$ cat config.mk
export PLATFORM = sky130hd
export DESIGN_NAME = mem_stage
export DESIGN_NICKNAME = d
export VERILOG_FILES = /design/src/rtl/mem_stage.sv
export SDC_FILE = /design/constraint.sdc
export NUM_CORES = 1
export LEC_CHECK = 0
export ABC_AREA = 0
export CAP_MARGIN = 20
export CORE_ASPECT_RATIO = 0.6
export CORE_MARGIN = 4
export CORE_UTILIZATION = 37
export DETAILED_ROUTE_END_ITERATION = 8
export PLACE_DENSITY = 0.83
export SYNTH_ARGS = -nofsm -noshare
export SYNTH_HDL_FRONTEND = slang
export SYNTH_SLANG_ARGS = --single-unit
$ cat constraint.sdc
create_clock -name CLK -period 3.6 [get_ports CLK]
set_clock_uncertainty 0.1 [all_clocks]
set_input_delay 0.72 -clock CLK [delete_from_list [all_inputs] [get_ports CLK]]
set_output_delay 0.72 -clock CLK [all_outputs]
set_load 0.01 [all_outputs]
$ cat src/rtl/mem_stage.sv
// mem_stage: MEM stage of the 5-stage MIPS pipeline.
// Issues dcache read/write requests for EX/MEM loads and stores. It stalls the front of the
// pipeline while a request is outstanding. It owns the MEM/WB pipeline register that feeds
// writeback and the forwarding unit.
// Ports:
//   CLK, RST            clock (rising edge), asynchronous active-high reset
//   *_exmem             EX/MEM latch fields (valid, ALU result/address, store data, npc,
//                       rt/rd, RegDst, RegWr, MemRead/MemWrite, wsrc, halt)
//   dhit, dmemload      dcache completion and load data
//   dmemREN/WEN/addr/store  dcache request
//   mem_stall           freeze IF..EX/MEM while a request is pending
//   *_memwb, wsel_memwb, wdat_memwb  MEM/WB register
//   halt, mem_err       sticky halt and watchdog error
//   stall_cycles        saturating count of stalled cycles
module mem_stage #(
  parameter int unsigned WORD_W   = 32,
  parameter int unsigned REG_W    = 5,
  parameter int unsigned CNT_W    = 16,
  parameter int unsigned MAX_WAIT = 255
) (
  input  logic              CLK,
  input  logic              RST,
  input  logic              valid_exmem,
  input  logic [WORD_W-1:0] ALUOut_exmem,
  input  logic [WORD_W-1:0] store_exmem,
  input  logic [WORD_W-1:0] npc_exmem,
  input  logic [REG_W-1:0]  rt_exmem,
  input  logic [REG_W-1:0]  rd_exmem,
  input  logic [1:0]        RegDst_exmem,
  input  logic              RegWr_exmem,
  input  logic              MemRead_exmem,
  input  logic              MemWrite_exmem,
  input  logic [1:0]        wsrc_exmem,
  input  logic              halt_exmem,
  input  logic              dhit,
  input  logic [WORD_W-1:0] dmemload,
  output logic              dmemREN,
  output logic              dmemWEN,
  output logic [WORD_W-1:0] dmemaddr,
  output logic [WORD_W-1:0] dmemstore,
  output logic              mem_stall,
  output logic              valid_memwb,
  output logic              RegWr_memwb,
  output logic [1:0]        RegDst_memwb,
  output logic [REG_W-1:0]  rt_memwb,
  output logic [REG_W-1:0]  rd_memwb,
  output logic [REG_W-1:0]  wsel_memwb,
  output logic [WORD_W-1:0] wdat_memwb,
  output logic              halt,
  output logic              mem_err,
  output logic [CNT_W-1:0]  stall_cycles
);

  localparam int unsigned WaitW = $clog2(MAX_WAIT + 1);

  typedef enum logic {StIdle, StWait} state_e;

  state_e             state_q, state_d;
  logic [WaitW-1:0]   wait_q, wait_d;
  logic               mem_err_q, mem_err_d;
  logic               halt_q, halt_d;
  logic [CNT_W-1:0]   stall_q, stall_d;
  logic               valid_q, valid_d;
  logic               regwr_q, regwr_d;
  logic [1:0]         regdst_q, regdst_d;
  logic [REG_W-1:0]   rt_q, rt_d;
  logic [REG_W-1:0]   rd_q, rd_d;
  logic [REG_W-1:0]   wsel_q, wsel_d;
  logic [WORD_W-1:0]  wdat_q, wdat_d;
  logic               memop;
  logic               stall;

  // Requests are gated by RST so a reset mid-WAIT drops REN/WEN immediately.
  always_comb begin
    memop   = valid_exmem & (MemRead_exmem | MemWrite_exmem) & ~halt_q & ~RST;
    dmemREN = memop & MemRead_exmem & ~mem_err_q;
    // Read wins if both MemRead and MemWrite are set.
    dmemWEN = memop & MemWrite_exmem & ~MemRead_exmem & ~mem_err_q;
    stall   = memop & ~dhit & ~mem_err_q;
  end

  // Request handshake FSM with the wait watchdog.
  always_comb begin
    state_d   = state_q;
    wait_d    = wait_q;
    mem_err_d = mem_err_q;
    unique case (state_q)
      StIdle: begin
        if (stall) begin
          state_d = StWait;
          wait_d  = '0;
        end
      end
      StWait: begin
        if (dhit) begin
          state_d = StIdle;
        end else begin
          wait_d = WaitW'(wait_q + 1'b1);
          if (wait_d == WaitW'(MAX_WAIT)) begin
            mem_err_d = 1'b1;
            state_d   = StIdle;
          end
        end
      end
      default: state_d = StIdle;
    endcase
  end

  // MEM/WB register: advance when not stalled, otherwise insert a bubble and hold data.
  always_comb begin
    valid_d  = 1'b0;
    regwr_d  = 1'b0;
    regdst_d = regdst_q;
    rt_d     = rt_q;
    rd_d     = rd_q;
    wsel_d   = wsel_q;
    wdat_d   = wdat_q;
    halt_d   = halt_q;
    if (!stall) begin
      valid_d  = valid_exmem;
      regwr_d  = RegWr_exmem & valid_exmem;
      regdst_d = RegDst_exmem;
      rt_d     = rt_exmem;
      rd_d     = rd_exmem;
      case (RegDst_exmem)
        2'b01:   wsel_d = rd_exmem;
        2'b10:   wsel_d = REG_W'(31);
        default: wsel_d = rt_exmem;
      endcase
      case (wsrc_exmem)
        2'b01:   wdat_d = dmemload;
        2'b10:   wdat_d = npc_exmem;
        default: wdat_d = ALUOut_exmem;
      endcase
      halt_d = halt_q | (halt_exmem & valid_exmem);
    end
  end

  always_comb begin
    stall_d = stall_q;
    if (stall && (stall_q != '1)) begin
      stall_d = stall_q + 1'b1;
    end
  end

  always_ff @(posedge CLK or posedge RST) begin
    if (RST) begin
      state_q   <= StIdle;
      wait_q    <= '0;
      mem_err_q <= 1'b0;
      halt_q    <= 1'b0;
      stall_q   <= '0;
      valid_q   <= 1'b0;
      regwr_q   <= 1'b0;
      regdst_q  <= '0;
      rt_q      <= '0;
      rd_q      <= '0;
      wsel_q    <= '0;
      wdat_q    <= '0;
    end else begin
      state_q   <= state_d;
      wait_q    <= wait_d;
      mem_err_q <= mem_err_d;
      halt_q    <= halt_d;
      stall_q   <= stall_d;
      valid_q   <= valid_d;
      regwr_q   <= regwr_d;
      regdst_q  <= regdst_d;
      rt_q      <= rt_d;
      rd_q      <= rd_d;
      wsel_q    <= wsel_d;
      wdat_q    <= wdat_d;
    end
  end

  assign mem_stall    = stall;
  assign dmemaddr     = ALUOut_exmem;
  assign dmemstore    = store_exmem;
  assign valid_memwb  = valid_q;
  assign RegWr_memwb  = regwr_q;
  assign RegDst_memwb = regdst_q;
  assign rt_memwb     = rt_q;
  assign rd_memwb     = rd_q;
  assign wsel_memwb   = wsel_q;
  assign wdat_memwb   = wdat_q;
  assign halt         = halt_q;
  assign mem_err      = mem_err_q;
  assign stall_cycles = stall_q;

endmodule

Yosys cells after proc, flatten, opt, wreduce, memory -nomap -nowiden --
Index checks and enable logic that the tools add are counted. W data, S select, Z words.
Operators by class: add/sub/neg operators 2, $mul 0, divide/modulo/power cells 0, $lt $le $gt $ge 0, equality and inequality tests 8, shift-type cells 0, multiplexer cells 11, bitwise logic cells 20, reductions and logical operators 3
Operators by type and width (number):
- $pmux W32 S2 | 1
- $add A16 B1 Y16 const B | 1
- $mux W8 | 2
- $ne A16 B16 Y1 const B | 1
- $pmux W8 S2 | 1
- $and A1 B1 Y1 | 12
- $pmux W5 S2 | 1
- $add A8 B1 Y8 const B | 1
- $eq A8 B8 Y1 const B | 1
- $not A1 Y1 | 6
- $mux W1 | 5
- $eq A2 B1 Y1 const B | 2
- $eq A2 B2 Y1 const B | 2
- $ne A2 B2 Y1 const B | 2
- $reduce_and A3 Y1 | 1
- $or A1 B1 Y1 | 2
- $pmux W1 S2 | 1
- $reduce_and A2 Y1 | 1
- $logic_and A1 B1 Y1 | 1
Storage, ports and cells: register bits 78, bits in latches 0, RAM bits 0, bits in read-only memories 0, output and inout port bits 136, logic and storage cells 56, memories kept 0

Longest topological paths before layout --
Gate-level depths: netlist (run 1).
depth in word-level cells 8, mapped depth 7, mapped depth without buffers 6

Worst setup path before layout (run 1) --
OpenSTA, ideal clock, no wires.
kind input port to output port, start in RST, end out mem_stall, arrival time 1.470 ns, data required time 2.780 ns, path slack 1.310 ns, cell stages on the path 4, path buffers 1, cells stage by stage nor4b_4 -> nand2_4 -> inv_2 -> buf_2
On the way: word-level cells in the longest chain between the ends 4
Ends and longest elaborated chain:
- start, declared | line 22 | input logic RST,
- $not A1 Y1 | line 75 | memop = valid_exmem & (MemRead_exmem | MemWrite_exmem) & ~halt_q & ~RST;
- $and A1 B1 Y1 | line 75
- $and A1 B1 Y1 (2 in a row) | line 79 | stall = memop & ~dhit & ~mem_err_q;
- end, declared | line 41 | output logic mem_stall,
Every way passes these cells.

Worst setup path after layout (run 1) --
start in RST, end out dmemREN
On the way: word-level cells in the longest chain between the ends 4
Ends and longest elaborated chain:
- $not A1 Y1 | line 75
- $and A1 B1 Y1 | line 75
- $and A1 B1 Y1 (2 in a row) | line 76 | dmemREN = memop & MemRead_exmem & ~mem_err_q;
- end, declared | line 37 | output logic dmemREN,
Every way passes these cells.

==> results of run 1 <==
cells by family (layout without fill, tap and decap cells):
family,count (synthesis),in the layout,share of synthesized area
flip-flops,78,78,0.442
adder cells (fa/ha/maj),7,7,0.0199
AND/OR/NAND/NOR,166,166,0.180
buffers and inverters,100,251,0.144
multiplexers,1,1,0.00255
AO/OA/AOI/OAI,136,136,0.178
XOR/XNOR,17,17,0.0337
layout make-up:
| cell class | instances | share of cell area |
|---|---|---|
| timing repair buffer | 228 | 0.348 |
| sequential | 78 | 0.297 |
| multi-input combinational | 327 | 0.278 |
| clock buffer | 9 | 0.0343 |
| tap | 160 | 0.0305 |
| clock inverter | 7 | 0.00837 |
| inverter | 7 | 0.00419 |
synth_stat cells, drive strengths merged, types with 2 or more instances:
library cell and n:
nor4b 2, inv 7, nand3 9, a21oi 43
nor2 41, a22oi 32, xor2 16, o22ai 3
and2 3, nand4 5, nand2b 2, nor4 10
nor3 3, nand2 80, clkbuf 19, and4 2
and3 6, o31ai 2, buf 74, a31oi 3
ha 7, dfrtp 78, o21ai 50
critical path: cells and delay by family:
| family | cells | cell delay, ns |
|---|---|---|
| AND/OR/NAND/NOR | 2 | 0.59 |
| buffers and inverters | 2 | 1.02 |
state kept, by name (all words and copies together), names as in the netlist:
register,count
wsel_memwb,5
halt,1
rt_memwb,5
rd_memwb,5
RegDst_memwb,2
wait_q,8
valid_memwb,1
mem_err,1
RegWr_memwb,1
wdat_memwb,32
stall_cycles,16
state_q,1
cells in the final DEF, fill, tap and decap left out, types with 2 or more instances in the layout:
cell             instances
clkdlybuf4s50_1        221
nand2_1                 79
dfrtp_1                 78
o21ai_0                 50
a21oi_1                 43
nor2_1                  41
a22oi_1                 32
xor2_1                  16
nand3_1                  9
clkbuf_16                9
and3_1                   6
ha_1                     6
inv_1                    5
nor4_2                   5
nor4_1                   5
buf_4                    5
nand4_1                  4
nor3_1                   3
and2_1                   3
a31oi_1                  3
o22ai_1                  3
inv_6                    3
and4_1                   2
nand2b_1                 2
o31ai_1                  2
clkinv_2                 2
clkinvlp_4               2
worst min path at each step:
stage               slack, ns  cells after the start             end
floorplan                0.34                      1       wait_q[7]
global placement         0.35                      2     rd_memwb[3]
detailed placement       0.36                      2     rd_memwb[4]
CTS                      0.37                      2     rd_memwb[4]
global route             0.40                      2  wdat_memwb[10]
finish                   0.37                      2     rd_memwb[4]
metal layers:
layer  vias to the layer above  global-route usage  share of wire  wire [µm]
met5                         -                   0              0          0
met4                         0              0.0533          0.017        233
met3                        22              0.0572          0.062        845
met2                       144               0.312           0.47       6500
met1                      1965               0.258           0.45       6140
li1                       1976                   -              -          -
power by group through the flow:
stage | sequential, mW | combinational [mW] | clock (mW)
floorplan | 1.04 | 0.206 | 0
global placement | 1.01 | 0.527 | 0
detailed placement | 1.01 | 0.538 | 0
CTS | 0.995 | 0.540 | 0.884
global route | 1.00 | 0.576 | 0.916
finish | 0.995 | 0.537 | 0.848
==> results.tsv, run 1 <==
stage	metric	value	unit
cells_and_area	fin_util	0.572	
grt	grt_pass1_vias	4109	
min_path	min_from	rd_memwb[4]	
sta	worstMarginPinSlew	0.773	ns
critical_path	critPathLaunchType	input pin	
pwr	totalPowerFinal	2.38	mW
placement	dp.cells	799	
grt	track_usage	0.195	
floorplan	fp.dieArea	13800	µm²
routing	wl_per_cell	16.8	µm
cells_and_area	fill_cells	1019	
clock_network	cts.clk_slew.worst_paths	0.06	ns
clock_network	cts_setup_buffers	0	
cells_and_area	multi_input_area	1830	µm²
clock_network	cts_buffers	9	
pwr	power.leakage	2.73	nW
min_path	hold_path_class	flop to flop	
placement	finalWeightedCongestion	0.895	
sta	setup_viol	0	
job	cap_viol_max_count	0	
pwr	p_clk_frac	0.356	
routing	first_pass_iters	5	
synthesis	synth_cell_type_count	39	
synthesis	synth_edf_count	0	
clock_network	clock-sinks	78	
pwr	p_switching	0.645	mW
critical_path	crit_type	input pin to primary output	
placement	placed_cell_area	6280	µm²
critical_path	r2r_start	stall_cycles[0]	
synthesis	syn_area	4410	µm²
placement	hpwl	10600	µm
clock_network	clkLatencyLatePin	0.33	ns
floorplan	core_area	11500	µm²
critical_path	crit_path_end_kind	primary output	
clock_network	cts_tree	done	
critical_path	cpMaxStageDelayCell	clkdlybuf4s50_1	
synthesis	yosysSeqAreaShare	0.442	
routing	vias_per_cell	5.03	
pwr	powerDensity	362	nW/µm²
cells_and_area	nNetsFinal	808	
pwr	combPwrFrac	0.226	
synthesis	synth_area_leaders	dfrtp_1 44%, buf_4 11%, nand2_1 6.7%, o21ai_0 5.7%, a22oi_1 5.4%	
clock_network	cts-root-buf	clkbuf_16	
floorplan	io-pin-count	286	
routing	route.vias.total	4107	
sta	post-route-min-period	3.14	ns
cells_and_area	design_area	6570	µm²
floorplan	die_h	92.6	µm
sta	rsz0062_at_grt	false	
grt	grt-ovfl-total	0	
critical_path	reg2reg_to	stall_cycles[1]	
critical_path	cp-startpoint	RST	
routing	drc_errors	0	
grt	grt_antenna_before_repair	0	
routing	first_iter_violations	145	
floorplan	initial_utilization	0.384	
synthesis	async_reset_ff_frac	1.00	
placement	portBuffers	221	
cells_and_area	syn2layout_area_growth	49.0	%
pwr	swShare	0.271	
floorplan	fp-row-count	30	
critical_path	ff2ff_setup_slack	1.40	ns
synthesis	synth_top_area_share	0.442	
critical_path	critPathMaxStageDelay	0.54	ns
status	status	finished clean	
critical_path	crit_path_cell_trace	clkdlybuf4s50_1 > nor4b_4 > and2_1 > clkdlybuf4s50_1	
sta	postLayoutSetupSlackWorst	0.458	ns
synthesis	syn_nets	662	
pwr	seqPwrFrac	0.418	
clock_network	hold_buffers	0	
synthesis	synth.yosys.warnings	0	
synthesis	synth_seq_cells	78	
placement	dp_slack	0.462	ns
cells_and_area	diodes	0	
critical_path	path_max_fanout	4	
sta	min_period_over_period	0.873	
sta	hold_ws	0.367	ns
grt	grt_pass1_wl	21600	µm
sta	hold_violations	0	
cells_and_area	finalNonFillerCells	816	
cells_and_area	seqCellArea	1950	µm²
clock_network	ctsResizeCount	0	
synthesis	avgSynthCellArea	8.74	µm²
sta	max_slew_margin	0.484	
clock_network	htree_levels	3	
routing	final_antenna_net_count	0	
synthesis	yosys.area.top_type	dfrtp_1	
synthesis	syn_inst	505	
critical_path	crit_path_end	dmemREN	
pwr	intPower	1.73	mW
grt	grt_max_degree	91	
clock_network	ctsLongestPathBuffers	2	
synthesis	synth_ff_type	dfrtp_1	
floorplan	die_w	149	µm
sta	max_freq	318	MHz
routing	drt-total-wl	13700	µm
sta	final.setup.tns	0	ns
critical_path	ff2ff_path_depth	6	
cells_and_area	drive_above_1_share	0.0564	
critical_path	crit_arrival	2.32	ns
sta	report.final.slew_viol_count	0	
critical_path	required	2.78	ns
pwr	ir_drop	0.230	mV
critical_path	crit_top_cell	clkdlybuf4s50_1	
Note: power is estimated with default switching activity, not from simulation.
==> run 2, diff against run 1 <==
--- a/config.mk
+++ b/config.mk
@@ -6,11 +6,11 @@
 export NUM_CORES = 1
 export LEC_CHECK = 0
 export ABC_AREA = 0
-export CAP_MARGIN = 20
 export CORE_ASPECT_RATIO = 0.6
 export CORE_MARGIN = 4
 export CORE_UTILIZATION = 37
 export DETAILED_ROUTE_END_ITERATION = 8
+export GPL_ROUTABILITY_DRIVEN = 1
 export PLACE_DENSITY = 0.83
 export SYNTH_ARGS = -nofsm -noshare
 export SYNTH_HDL_FRONTEND = slang
==> run 2 against run 1 <==
Net effect: routed wire length about the same; first-iteration DRC count up 9.7%; sequential cell count is the same; non-clock buffer count fell by 1; via count is 0.85% higher; critical endpoint unchanged; largest cell class unchanged; largest power group unchanged.
==> results.tsv, run 2 (synthesis gave the netlist of run 1 again) <==
stage	metric	value	unit	change
sta	max_freq	318	MHz	about the same
routing	route.vias.total	4142		+0.85%
sta	rsz0062_at_grt	false		
cells_and_area	fin_util	0.571		-0.00131
routing	wl_per_cell	16.8	µm	about the same
critical_path	critPathLaunchType	input pin		
routing	final_antenna_net_count	0		unchanged
clock_network	clkLatencyLatePin	0.33	ns	about the same
clock_network	cts.clk_slew.worst_paths	0.06	ns	about the same
floorplan	die_w	149	µm	unchanged
placement	finalWeightedCongestion	0.895		unchanged
sta	postLayoutSetupSlackWorst	0.459	ns	+0.000599 ns
grt	grt_pass1_wl	21600	µm	unchanged
routing	drc_errors	0		unchanged
placement	dp.cells	799		unchanged
sta	post-route-min-period	3.14	ns	-0.000599 ns
cells_and_area	design_area	6560	µm²	-0.23%
cells_and_area	fill_cells	1020		+0.098%
sta	min_period_over_period	0.873		about the same
job	cap_viol_max_count	0		unchanged
sta	worstMarginPinSlew	1.24	ns	+0.469 ns
status	status	finished clean		
pwr	ir_drop	0.232	mV	+1.1%
floorplan	io-pin-count	286		unchanged
placement	hpwl	10600	µm	unchanged
cells_and_area	drive_above_1_share	0.0550		-0.00144
clock_network	htree_levels	3		unchanged
clock_network	cts_setup_buffers	0		unchanged
clock_network	cts_buffers	9		unchanged
pwr	power.leakage	2.72	nW	-0.27%
min_path	hold_path_class	flop to flop		
pwr	powerDensity	363	nW/µm²	+0.36%
clock_network	clock-sinks	78		unchanged
grt	grt_antenna_before_repair	0		unchanged
cells_and_area	final_cell_mix	221 x clkdlybuf4s50_1, 79 x nand2_1, 78 x dfrtp_1, 50 x o21ai_0, 43 x a21oi_1		
sta	report.final.slew_viol_count	0		unchanged
cells_and_area	final_common_cell	clkdlybuf4s50_1		
critical_path	crit_arrival	2.32	ns	about the same
placement	portBuffers	221		unchanged
critical_path	required	2.78	ns	about the same
clock_network	cts_tree	done		
clock_network	hold_buffers	0		unchanged
critical_path	crit_path_end_kind	primary output		
routing	vias_per_cell	5.08		+0.98%
grt	grt-ovfl-total	0		unchanged
critical_path	path_max_fanout	4		unchanged
cells_and_area	seqCellArea	1950	µm²	unchanged
cells_and_area	finalNonFillerCells	815		-0.12%
floorplan	fp.dieArea	13800	µm²	unchanged
sta	hold_violations	0		unchanged
cells_and_area	syn2layout_area_growth	48.7	%	
cells_and_area	nNetsFinal	807		-0.12%
routing	drt-total-wl	13700	µm	about the same
clock_network	ctsResizeCount	0		unchanged
sta	final.setup.tns	0	ns	unchanged
floorplan	fp-row-count	30		unchanged
cells_and_area	largest_register_ff_count	32		unchanged
clock_network	cts-root-buf	clkbuf_16		
placement	placed_cell_area	6280	µm²	unchanged
floorplan	initial_utilization	0.384		unchanged
floorplan	core_area	11500	µm²	unchanged
sta	max_slew_margin	0.172		-0.312
routing	first_pass_iters	4		-1
floorplan	die_h	92.6	µm	unchanged
grt	grt_max_degree	91		unchanged
clock_network	ctsLongestPathBuffers	2		unchanged
pwr	totalPowerFinal	2.38	mW	+0.14%
cells_and_area	multi_input_area	1830	µm²	unchanged
sta	setup_viol	0		unchanged
sta	hold_ws	0.366	ns	-0.00106 ns
grt	track_usage	0.195		unchanged
cells_and_area	diodes	0		unchanged
placement	dp_slack	0.462	ns	unchanged
routing	first_iter_violations	159		+9.7%
critical_path	crit_type	input pin to primary output		
grt	grt_pass1_vias	4109		unchanged
run 2: cell types whose count changed in the layout (fill, tap and decap cells not counted), sizes merged:
cell	delta
buf	-1
run 2: path summary, 6_finish.rpt:
kind                       depth (start not counted)               to  slack (ns)            start
hold / removal                                     2      rd_memwb[4]        0.37      rd_memwb[4]
setup / recovery                                   4          dmemREN        0.46              RST
hold reg to reg                                    2      rd_memwb[4]        0.37      rd_memwb[4]
min in group asynchronous                          2             halt        0.75              RST
max in group asynchronous                          3      valid_memwb        1.91              RST
setup reg to reg                                   6  stall_cycles[1]        1.41  stall_cycles[0]
run 2: layer usage:
| layer | GRT usage | wire length [µm] |
|---|---|---|
| met1 | 0.258 | 6170 |
| met5 | 0 | 0 |
| met4 | 0.0533 | 272 |
| met3 | 0.0572 | 853 |
| met2 | 0.312 | 6410 |
run 2: where the power goes:
part,leakage (nW),internal (mW),total [mW],switching [mW]
Combinational,1.60,0.314,0.535,0.221
Clock,0.133,0.474,0.853,0.379
Sequential,0.990,0.946,0.995,0.0492
Total,2.72,1.73,2.38,0.649
run 2: cell type report:
cell class,count,share of cell area
Clock buffer,9,0.0343
Clock inverter,7,0.00839
Inverter,7,0.00420
Multi-Input combinational cell,327,0.279
Sequential cell,78,0.298
Tap cell,160,0.0305
Timing Repair Buffer,227,0.346
run 2: critical path: stages:
cell             delay (ns)
clkdlybuf4s50_1        0.48
nor4b_4                0.37
and2_1                 0.21
clkdlybuf4s50_1        0.54
==> edit: new RTL, flow settings as in run 1 <==
Make the reset (`RST`) synchronous in one clocked block. Comments in the files are not updated.
--- a/src/rtl/mem_stage.sv
+++ b/src/rtl/mem_stage.sv
@@ -144,5 +144,5 @@
   end
 
-  always_ff @(posedge CLK or posedge RST) begin
+  always_ff @(posedge CLK) begin
     if (RST) begin
       state_q   <= StIdle;
Check against the original RTL: differs if RST is asserted again (counterexample within 4 cycles, from zero or initial values and one cycle with RST high); with RST held inactive, the same outputs for 10 cycles.
==> edit against run 1 <==
First-iteration DRC count increased to 2.5 times the old value. Sequential cell count unchanged. Synthesized cell count increased by 14%. Cell count increased by 8.2%. Area after synthesis decreased by 3.2%. Setup slack got worse by 350 ps. Sequential power decreased by 6.1%. Cell area decreased by 2.8%. Critical path type unchanged. Largest cell class unchanged. Wire length increased by 0.55%. Highest routed layer unchanged. Combinational power decreased by 6.9%. Maximum frequency decreased by 10%. Largest power group unchanged. Power decreased by 4.8%. Count of clock-buffer cells in the layout increased by 1.
==> edit: results <==
{
  "outcome": "completed",
  "cts_resized": 0,
  "vdd_drop_max_mv": 0.205,
  "dp_slack_ps": 1.71,
  "grt_pass1_vias": 4371,
  "dp_cells": 867,
  "p_leak_nw": 2.36,
  "arrival_ps": 2680,
  "clk_pin_slew_worst_paths_ps": 60,
  "async_reset_ff_share_pct": 0,
  "netlist_top_cells_area": "dfxtp_1 (37%), nand2_1 (13%), buf_4 (11%), a21oi_1 (7.4%), a22oi_1 (5.6%)",
  "ys_top_cells_by_count": "nand2_1 (143), dfxtp_1 (78), buf_4 (64)",
  "grt_pass1_wl_um": 22200,
  "cts_buffer_depth": 2,
  "drt-initial-drc-count": 366,
  "globalRouteMet3Util_pct": 9.23,
  "synthDistinctLibCells": 45,
  "mappedNetlistNets": 735,
  "fillCellCount": 968,
  "p_sw_share_pct": 26.1,
  "netlist_instances": 578,
  "path_max_fanout": 3,
  "die_w_um": 147,
  "grt_max_degree": 75,
  "n_antenna_cell": 0,
  "grt_usage_pct": 20.0,
  "grt_use_met1_pct": 24.4,
  "worst_pin_slew_ps": 766,
  "layout-drive-gt1-share_pct": 4.43,
  "synth_seq_area_share_pct": 36.6,
  "via_count": 4496,
  "wl_per_cell_um": 15.6,
  "viasPerCell": 5.09,
  "grt_use_met2_pct": 32.2,
  "place_hpwl_um": 10500
}
-- edit: path summary, 6_finish.rpt --
check | startpoint | endpoint | slack, ps | depth (start not counted)
setup / recovery | valid_exmem | mem_stall | 100 | 5
hold / removal | wdat_memwb[18] | wdat_memwb[18] | 350 | 2
setup reg to reg | halt | wait_q[2] | 860 | 8
hold reg to reg | wdat_memwb[18] | wdat_memwb[18] | 350 | 2
-- edit: area by class of cell --
type                       count  area share (%)
clock inverter                 6           0.588
timing repair buffer         228            35.4
sequential                    78            24.4
tap                          160            3.13
inverter                       8           0.666
clock buffer                  10            3.74
multi-input combinational    393            32.1
-- edit: per-layer routing --
metal	share of wire (%)	vias up
li1	-	2190
met1	42	2083
met2	46	205
met3	10	18
met4	1.2	0
met5	0	-
-- edit: critical path: cells and delay by family --
| kind | cells | cell delay, ps |
|---|---|---|
| AND/OR/NAND/NOR | 2 | 860 |
| buffers and inverters | 3 | 1090 |
-- edit: cell families (layout without fill, tap and decap cells) --
group           Yosys count  in the layout  share of synthesized area, %
simple gates            215            215                          21.5
flops                    78             78                          36.6
compound gates          160            160                          22.0
mux                       2              2                         0.498
fa+ha+maj                 7              7                          2.05
xor+xnor                  9              9                          1.85
buf+inv                 107            252                          15.5
-- edit: power by group through the flow --
stage,registers [mW],clock network (mW),logic (mW)
2_1_floorplan,0.970,0,0.231
3_3_place_gp,0.950,0,0.493
3_5_place_dp,0.952,0,0.500
4_1_cts,0.934,0.856,0.504
5_1_grt,0.939,0.903,0.545
6_report,0.934,0.830,0.500
-- edit: metrics by stage --
| stage | util (%) | total power [mW] |
|---|---|---|
| finish | 56.5 | 2.26 |
| global placement | 54.1 | 1.44 |
| CTS | 56.5 | 2.29 |
| global route | 56.5 | 2.39 |
| detailed placement | 54.1 | 1.45 |
| floorplan | - | 1.20 |
